**config.mk**
```make
export PLATFORM = sky130hd
export DESIGN_NAME = rf_writeback
export DESIGN_NICKNAME = d
export VERILOG_FILES = /design/src/rtl/rf_writeback.sv
export SDC_FILE = /design/constraint.sdc
export NUM_CORES = 1
export LEC_CHECK = 0
export ABC_AREA = 1
export CAP_MARGIN = 20
export CORE_ASPECT_RATIO = 0.9
export CORE_MARGIN = 2
export CORE_UTILIZATION = 30
export CTS_BUF_LIST = sky130_fd_sc_hd__clkbuf_8
export CTS_CLUSTER_SIZE = 20
export DETAILED_ROUTE_END_ITERATION = 16
export PLACE_DENSITY = 0.59
export SYNTH_ARGS = -nofsm -noshare
export SYNTH_HDL_FRONTEND = slang
export SYNTH_SLANG_ARGS = --single-unit
```
**constraint.sdc**
```tcl
create_clock -name clk -period 3.3 [get_ports clk]
set_input_delay 0.66 -clock clk [delete_from_list [all_inputs] [get_ports clk]]
set_output_delay 0.66 -clock clk [all_outputs]
set_load 0.03 [all_outputs]
```
**src/rtl/rf_writeback.sv**
```systemverilog
// rf_writeback: in-order write-back queue feeding the register file's single
// write port, with forwarding and a pending-write mask for the read side.
module rf_writeback #(
    parameter int DEPTH = 4,
    parameter int XLEN  = 32
) (
    input  logic            clk,
    input  logic            rst,
    input  logic            alu_valid,
    output logic            alu_ready,
    input  logic [4:0]      alu_rd,
    input  logic [XLEN-1:0] alu_data,
    input  logic            lsu_valid,
    output logic            lsu_ready,
    input  logic [4:0]      lsu_rd,
    input  logic [XLEN-1:0] lsu_data,
    input  logic            wb_hold,
    output logic            WrEn_RF,
    output logic [4:0]      WAddr_RF,
    output logic [XLEN-1:0] WD_RF,
    input  logic [4:0]      RAddr1_RF,
    input  logic [4:0]      RAddr2_RF,
    output logic            fwd1_hit,
    output logic            fwd2_hit,
    output logic [XLEN-1:0] fwd1_data,
    output logic [XLEN-1:0] fwd2_data,
    output logic [31:0]     pending,
    output logic            empty,
    output logic            full
);

    localparam int AW = $clog2(DEPTH);

    logic [4:0]      rd_q   [DEPTH];
    logic [XLEN-1:0] data_q [DEPTH];
    logic [AW-1:0]   wptr_q, wptr_d, rptr_q, rptr_d;
    logic [AW:0]     cnt_q, cnt_d;
    logic            wren_q;
    logic [4:0]      waddr_q;
    logic [XLEN-1:0] wd_q;

    logic [4:0]      push_rd;
    logic [XLEN-1:0] push_data;
    logic            push, pop;

    assign full      = (cnt_q == (AW+1)'(DEPTH));
    assign empty     = (cnt_q == '0);
    assign lsu_ready = !full;
    assign alu_ready = !full && !lsu_valid;
    assign pop       = !wb_hold && !empty;

    assign WrEn_RF  = wren_q;
    assign WAddr_RF = waddr_q;
    assign WD_RF    = wd_q;

    // Select the pushing source (LSU wins); x0 handshakes complete but enqueue nothing.
    always_comb begin
        push_rd   = alu_rd;
        push_data = alu_data;
        if (lsu_valid) begin
            push_rd   = lsu_rd;
            push_data = lsu_data;
        end
        push = !full && (lsu_valid || alu_valid) && (push_rd != 5'd0);
    end

    // Next pointer and occupancy values; simultaneous push and pop keep the count.
    always_comb begin
        wptr_d = push ? wptr_q + AW'(1) : wptr_q;
        rptr_d = pop  ? rptr_q + AW'(1) : rptr_q;
        cnt_d  = cnt_q;
        case ({push, pop})
            2'b10:   cnt_d = cnt_q + (AW+1)'(1);
            2'b01:   cnt_d = cnt_q - (AW+1)'(1);
            default: cnt_d = cnt_q;
        endcase
    end

    // Control state and output stage; reset discards everything in flight.
    always_ff @(posedge clk or posedge rst) begin
        if (rst) begin
            wptr_q  <= '0;
            rptr_q  <= '0;
            cnt_q   <= '0;
            wren_q  <= 1'b0;
            waddr_q <= '0;
            wd_q    <= '0;
        end else begin
            wptr_q <= wptr_d;
            rptr_q <= rptr_d;
            cnt_q  <= cnt_d;
            wren_q <= pop;
            if (pop) begin
                waddr_q <= rd_q[rptr_q];
                wd_q    <= data_q[rptr_q];
            end
        end
    end

    // Queue storage; contents are only meaningful under the pointers, so no reset.
    always_ff @(posedge clk) begin
        if (push) begin
            rd_q[wptr_q]   <= push_rd;
            data_q[wptr_q] <= push_data;
        end
    end

    logic [AW-1:0] idx;

    // Scan oldest to youngest so later matches override: output stage, head, ..., tail.
    always_comb begin
        pending   = '0;
        fwd1_hit  = 1'b0;
        fwd2_hit  = 1'b0;
        fwd1_data = '0;
        fwd2_data = '0;
        idx       = '0;
        if (wren_q) begin
            pending[waddr_q] = 1'b1;
            if (waddr_q == RAddr1_RF) begin
                fwd1_hit  = 1'b1;
                fwd1_data = wd_q;
            end
            if (waddr_q == RAddr2_RF) begin
                fwd2_hit  = 1'b1;
                fwd2_data = wd_q;
            end
        end
        for (int k = 0; k < DEPTH; k++) begin
            idx = rptr_q + AW'(k);
            if ((AW+1)'(k) < cnt_q) begin
                pending[rd_q[idx]] = 1'b1;
                if (rd_q[idx] == RAddr1_RF) begin
                    fwd1_hit  = 1'b1;
                    fwd1_data = data_q[idx];
                end
                if (rd_q[idx] == RAddr2_RF) begin
                    fwd2_hit  = 1'b1;
                    fwd2_data = data_q[idx];
                end
            end
        end
        pending[0] = 1'b0;
        if (RAddr1_RF == 5'd0) begin
            fwd1_hit  = 1'b0;
            fwd1_data = '0;
        end
        if (RAddr2_RF == 5'd0) begin
            fwd2_hit  = 1'b0;
            fwd2_data = '0;
        end
    end

endmodule

```
==> After elaboration in Yosys (flattened, before gate mapping) <==
Memory sizes are Yosys's and may differ from the RTL's.
Index checks and enable logic that the tools add are counted.
{ "word_totals": {"output_inout_bits": 140, "elab_cells": 128, "in_bits": 89, "ram_bits": 148, "register_bits": 45, "mem_count": 2} }
{ "op_classes": {"bitwise": 4, "order_cmp": 14, "eq_ne": 13, "reduce_logical": 19, "mux": 64, "addsub": 6} }
{ "mem_list": {"columns": ["name", "depth", "word_bits", "rd", "rd_ports_with_merged_regs", "wr", "line_no", "source"], "rows": [
  ["data_q", 4, 32, 4, 0, 1, "35", "logic [XLEN-1:0] data_q [DEPTH];"],
  ["rd_q", 4, 5, 4, 0, 1, "34", "logic [4:0] rd_q [DEPTH];"]
]} }
{ "op_table": {"columns": ["op", "n"], "rows": [
  ["32-bit two-way mux", 28],
  ["32-bit bitwise OR", 4],
  ["5-bit equality test", 10],
  ["5-bit by 6-bit less-than comparator with 1-bit output (second input constant)", 5],
  ["1-bit two-way mux", 29],
  ["1-bit demux with 5-bit select", 5],
  ["5-bit by 1-bit >= comparator with 1-bit output (second input constant)", 5],
  ["5-bit logical NOT", 2],
  ["1-bit logical AND", 9],
  ["1-bit by 3-bit less-than comparator with 1-bit output (first input constant)", 2],
  ["2-bit by 3-bit less-than comparator with 1-bit output (first input constant)", 2],
  ["3-bit case mux with 2 select lines", 1],
  ["5-bit two-way mux", 1],
  ["5-bit nonzero test", 1],
  ["2-bit by 1-bit adder with 2-bit output (second input constant)", 2],
  ["2-bit adder (second input constant)", 2],
  ["1-bit logical NOT", 4],
  ["3-bit by 1-bit adder with 3-bit output (second input constant)", 1],
  ["3-bit equality test (second input constant)", 1],
  ["3-bit logical NOT", 1],
  ["3-bit by 1-bit subtractor with 3-bit output (second input constant)", 1],
  ["2-bit by 1-bit equality test with 1-bit output (second input constant)", 1],
  ["2-bit equality test (second input constant)", 1],
  ["2-bit nonzero test", 1],
  ["1-bit logical OR", 1]
]} }

==> Depth between registers and ports, before layout <==
{ "depth": {"ltp_word": 13, "depth_mapped": 18, "depth_no_buf": 14} }

==> Worst setup path after synthesis <==
Ideal clock, no wire load.
{ "synth_timing": {"path_type": "input to register", "startpoint": "input lsu_valid", "endpoint": "memory data_q[0][0] (enable)", "arrival_ns": 2.950, "path_slack_ns": -0.081, "n_path_buf": 1, "required_ns": 2.869, "cell_stages": 5, "setup_ns": 0.431, "cell_sequence": "buf_1 > nand2_1 > nand2_1 > o221ai_2 > nor2_1"} }
{ "synth_between": {"elab_chain_cells": 5, "word_cells_on_any_way": 7, "classes_between": "mux: 3; reduce/logical: 4"} }
{ "synth_lines": {"columns": ["element", "line_no", "source"], "rows": [
  ["from (decl)", "13", "input logic lsu_valid,"],
  ["5-bit two-way mux", "60", "if (lsu_valid) begin"],
  ["net push_rd[2]", "42", "logic [4:0] push_rd;"],
  ["5-bit nonzero test", "64", "push = !full && (lsu_valid || alu_valid) && (push_rd != 5'd0);"],
  ["1-bit logical AND", "64", null],
  ["1-bit two-way mux", "102", "if (push) begin"],
  ["1-bit two-way mux (implied by the code)", "104", "data_q[wptr_q] <= push_data;"],
  ["to (decl)", "35", null]
]} }
The timed path passes the listed nets, and every way through them passes these cells.

==> Final worst setup path <==
{ "layout_timing": {"startpoint": "register rptr_q[0]", "endpoint": "output fwd2_data[24]"} }
{ "layout_between": {"elab_chain_cells": 11, "word_cells_on_any_way": 18, "classes_between": "add/sub: 3; eq/ne: 4; mux: 9; memory: 2"} }
{ "layout_lines": {"columns": ["element", "line_no", "source"], "rows": [
  ["from (decl)", "36", "logic [AW-1:0] wptr_q, wptr_d, rptr_q, rptr_d;"],
  ["from (signal assigned)", "90", "rptr_q <= rptr_d;"],
  ["branches (longest 9 deep; another with memory read 4 x 5 bit)", null, null],
  ["32-bit two-way mux *", "131", "if ((AW+1)'(k) < cnt_q) begin"],
  ["32-bit two-way mux *", "148", "if (RAddr2_RF == 5'd0) begin"],
  ["to (decl)", "26", "output logic [XLEN-1:0] fwd2_data,"]
]} }
Every way passes the cells marked *.

==> results.sh <==
export IMPL_outcome="complete, but fails checks"
export IMPL_violations="negative setup slack"
export IMPL_clkTransAtPathRegs_ps=100
export IMPL_p_leak_nw=10.3
export IMPL_startpoint_type="register"
export IMPL_finalHoldViolCount=0
export IMPL_grt_pass1_vias=17300
export IMPL_p_sw_mw=15.6
export IMPL_relSlewSlack=0.463
export IMPL_path_max_fanout=8
export IMPL_grt_overflow_total=0
export IMPL_min_period_over_period=1.16
export IMPL_drc=0
export IMPL_grt_pass1_wl_um=103000
export IMPL_synth_area_leaders="edfxtp_1 (28%), nand2_1 (18%), o21ai_0 (11%), nor2_1 (9.4%), dfrtp_1 (7.0%)"
export IMPL_wirelength_um=74000
export IMPL_max_stage_delay_ps=560
export IMPL_synthCells=2529
export IMPL_power_total_mw=28.4
export IMPL_yosys_area_top_type="edfxtp_1"
export IMPL_worstMarginPinSlew_ps=800
export IMPL_met1Wirelength_um=30600
export IMPL_crit_path_cell_trace="buf_12 > nand2_8 > buf_12 > nand2_4 > nand2_1 > nand2_2 > nor2_1 > nor3_4 > nand2_2 > nor2_4 > buf_12 > buf_6 > nor2_1 > a21oi_1 > buf_4"
export IMPL_die_area_sq_mm=0.0555
export IMPL_highest_layer="met4"
export IMPL_grt_setup_unrepaired="yes"
export IMPL_vdd_drop_max_mv=0.660
export IMPL_syn_avg_cell_area_sq_um=6.36
export IMPL_seqPwrFrac=0.143
export IMPL_row_count=80
export IMPL_crit_slowest_cell="dfrtp_4"
export IMPL_hold_class="in -> async"
export IMPL_syn_area_sq_mm=0.0161
export IMPL_drv_cap=0
export IMPL_synth_edf_count=148
export IMPL_antenna_left=0
export IMPL_worst_path_most_repeated_cell="buf_12"
export IMPL_ys_types=38
export IMPL_setup_viol=97
export IMPL_met3_length_um=6360
export IMPL_rrSetupSlack_ps=1100
export IMPL_crit_path_end_kind="primary output"
export IMPL_viasPerCell=5.35
export IMPL_p_per_area_mw_per_mm2=1180
export IMPL_cp_arrival_ps=3170
export IMPL_async_flop_share=0.233
export IMPL_drive_gt1_frac=0.267
export IMPL_place_congestion=0.937
export IMPL_first_pass_iters=8
export IMPL_fp_dieW_um=248
export IMPL_slew_violations=0
export IMPL_worstSetupPathType="reg -> out"
export IMPL_ys_warnings_count=0
export IMPL_yosys_most_used_dff="edfxtp_1"
export IMPL_die_y_um=224
export IMPL_r2r_start="cnt_q[0]$_DFFE_PP0P_"
export IMPL_grt_use_total=0.243
export IMPL_p_clk_frac=0.058
export IMPL_initial_core_util=0.303
export IMPL_cts_made_buffers=17
export IMPL_io_pins=229
export IMPL_cellInternalPower_mw=12.8
export IMPL_ctsHtreeMaxLevel=4
export IMPL_max_freq_mhz=261
export IMPL_timing_final_ws_setup_ps=-532
export IMPL_syn_num_nets=2627
export IMPL_timing_rr_end="data_q[0][13]$_DFFE_PP_"
export IMPL_clkLatencyLatePin_ps=520
export IMPL_clock_path_buffers=2
export IMPL_synth_top_area_frac=0.276
export IMPL_synth_most_common_cell="nand2_1"
export IMPL_worstPathRequired_ps=2640
export IMPL_drtIter0Drc=1827
export IMPL_layout_min_cycle_time_ps=3830
export IMPL_ys_ff_latch=193
export IMPL_nets=2976
export IMPL_grt_max_degree=170
export IMPL_worstRegToRegCells=7
export IMPL_final_util=0.453
export IMPL_routed_via_count=19200
export IMPL_synth_common_cells="nand2_1 (773), nor2_1 (402), o21ai_0 (344)"
export IMPL_wl_met2_um=34500
export IMPL_clock_root_buffer="clkbuf_8"
export IMPL_clock_skew_ps=23.0
export IMPL_numClockSinks=193
export IMPL_routedWlPerCell_um=20.6
export IMPL_comb_power_share=0.799
export IMPL_area_delta_synth_final_pct=49.4
export IMPL_holdWs_ps=480
export IMPL_grt_antenna_before_repair=0
export IMPL_dp_hpwl_um=49700
export IMPL_swShare=0.549
export IMPL_synth_seq_area_share=0.346
export IMPL_core_area_sq_mm=0.0531
export IMPL_cts_tree="built"
export IMPL_io_buffers=227
export IMPL_diodes=0
[cell type report]
| class | count | area [sq um] |
|---|---|---|
| Clock buffer | 17 | 234 |
| Sequential cell | 193 | 5580 |
| Inverter | 193 | 762 |
| Fill cell | 5319 | 29000 |
| Multi-Input combinational cell | 1980 | 10700 |
| Tap cell | 697 | 872 |
| Clock inverter | 15 | 166 |
| Timing Repair Buffer | 493 | 5740 |
[worst max-delay path, delay by kind of cell, from the launching register on]
kind | cells | cell delay [ps]
compound gates | 1 | 160
buf+inv | 5 | 820
simple gates | 9 | 1090
flops | 1 | 560
[cells by family (layout without fill, tap and decap cells)]
group,after synthesis,count (layout),share of synthesized area
buf+inv,358,718,0.0989
other cells,1,1,0.000233
fa+ha+maj,9,9,0.00700
compound gates,517,517,0.174
mux,3,3,0.00187
simple gates,1435,1437,0.364
flops,193,193,0.346
xor+xnor,13,13,0.00708
[sequential cells by signal, indices dropped and copies added, names as in the netlist]
register  cells
cnt_q         3
wptr_q        2
WAddr_RF      5
WrEn_RF       1
rd_q         20
data_q      128
WD_RF        32
rptr_q        2
[cell usage in the layout (no fill, tap or decap), types with 17 or more instances in the layout]
master / n
nand2_1: 691
nor2_1: 333
o21ai_0: 307
buf_4: 173
inv_1: 167
edfxtp_1: 148
clkdlybuf4s50_1: 129
nand3_1: 96
buf_6: 84
buf_12: 80
nand4_1: 68
nand2_2: 65
a21oi_2: 53
o21ai_1: 47
nor2_2: 45
dfrtp_1: 43
a21oi_1: 36
nor2_4: 35
nand3_2: 30
nand2_4: 24
inv_2: 18
clkbuf_8: 17
[worst max-delay path by stage]
stage	start	to	slack (ps)	depth (start not counted)
floorplan	lsu_valid	data_q[0][0]$_DFFE_PP_	-80	5
global placement	RAddr1_RF[4]	fwd1_data[23]	-320	12
detailed placement	RAddr2_RF[1]	fwd2_data[31]	-270	12
CTS	rptr_q[0]$_DFFE_PP0P_	fwd1_data[18]	-460	14
global route	rptr_q[0]$_DFFE_PP0P_	fwd2_data[17]	-630	16
finish	rptr_q[0]$_DFFE_PP0P_	fwd2_data[24]	-530	15
[power by group through the flow]
stage	combinational, mW	clock, mW	sequential (mW)
after floorplan	10.0	0	4.26
after global placement	18.0	0	4.05
after detailed placement	18.2	0	4.06
after CTS	19.7	1.68	4.02
after global routing	24.1	1.77	4.12
final	22.7	1.65	4.04
[per-stage QoR]
step                      instance area, sq um  instances  setup WS (ps)  setup TNS (ps)
after floorplan                          16100       2529          -81.4          -12050
after global placement                   20500       3474           -316          -11950
after detailed placement                 20500       3474           -271          -11680
after CTS                                21900       3535           -457          -29360
after global routing                     24000       3588           -625          -45400
final                                    24000       3588           -532          -33750
[routing by layer]
metal  track usage  vias up
li1              -     9032
met1         0.326     8986
met2         0.402     1001
met4        0.0753        0
met5             0        -
met3        0.0363      161
[what timing repair did]
item                       CTS  global route
gates cloned                 6            18
hold buffers                 0             0
setup endpoints to repair   97            97
hold endpoints to repair     0             0
setup buffers               23            41
resized for setup          179           368
pin swaps                   27           119
No activity file was read; power rests on OpenSTA's default activity.
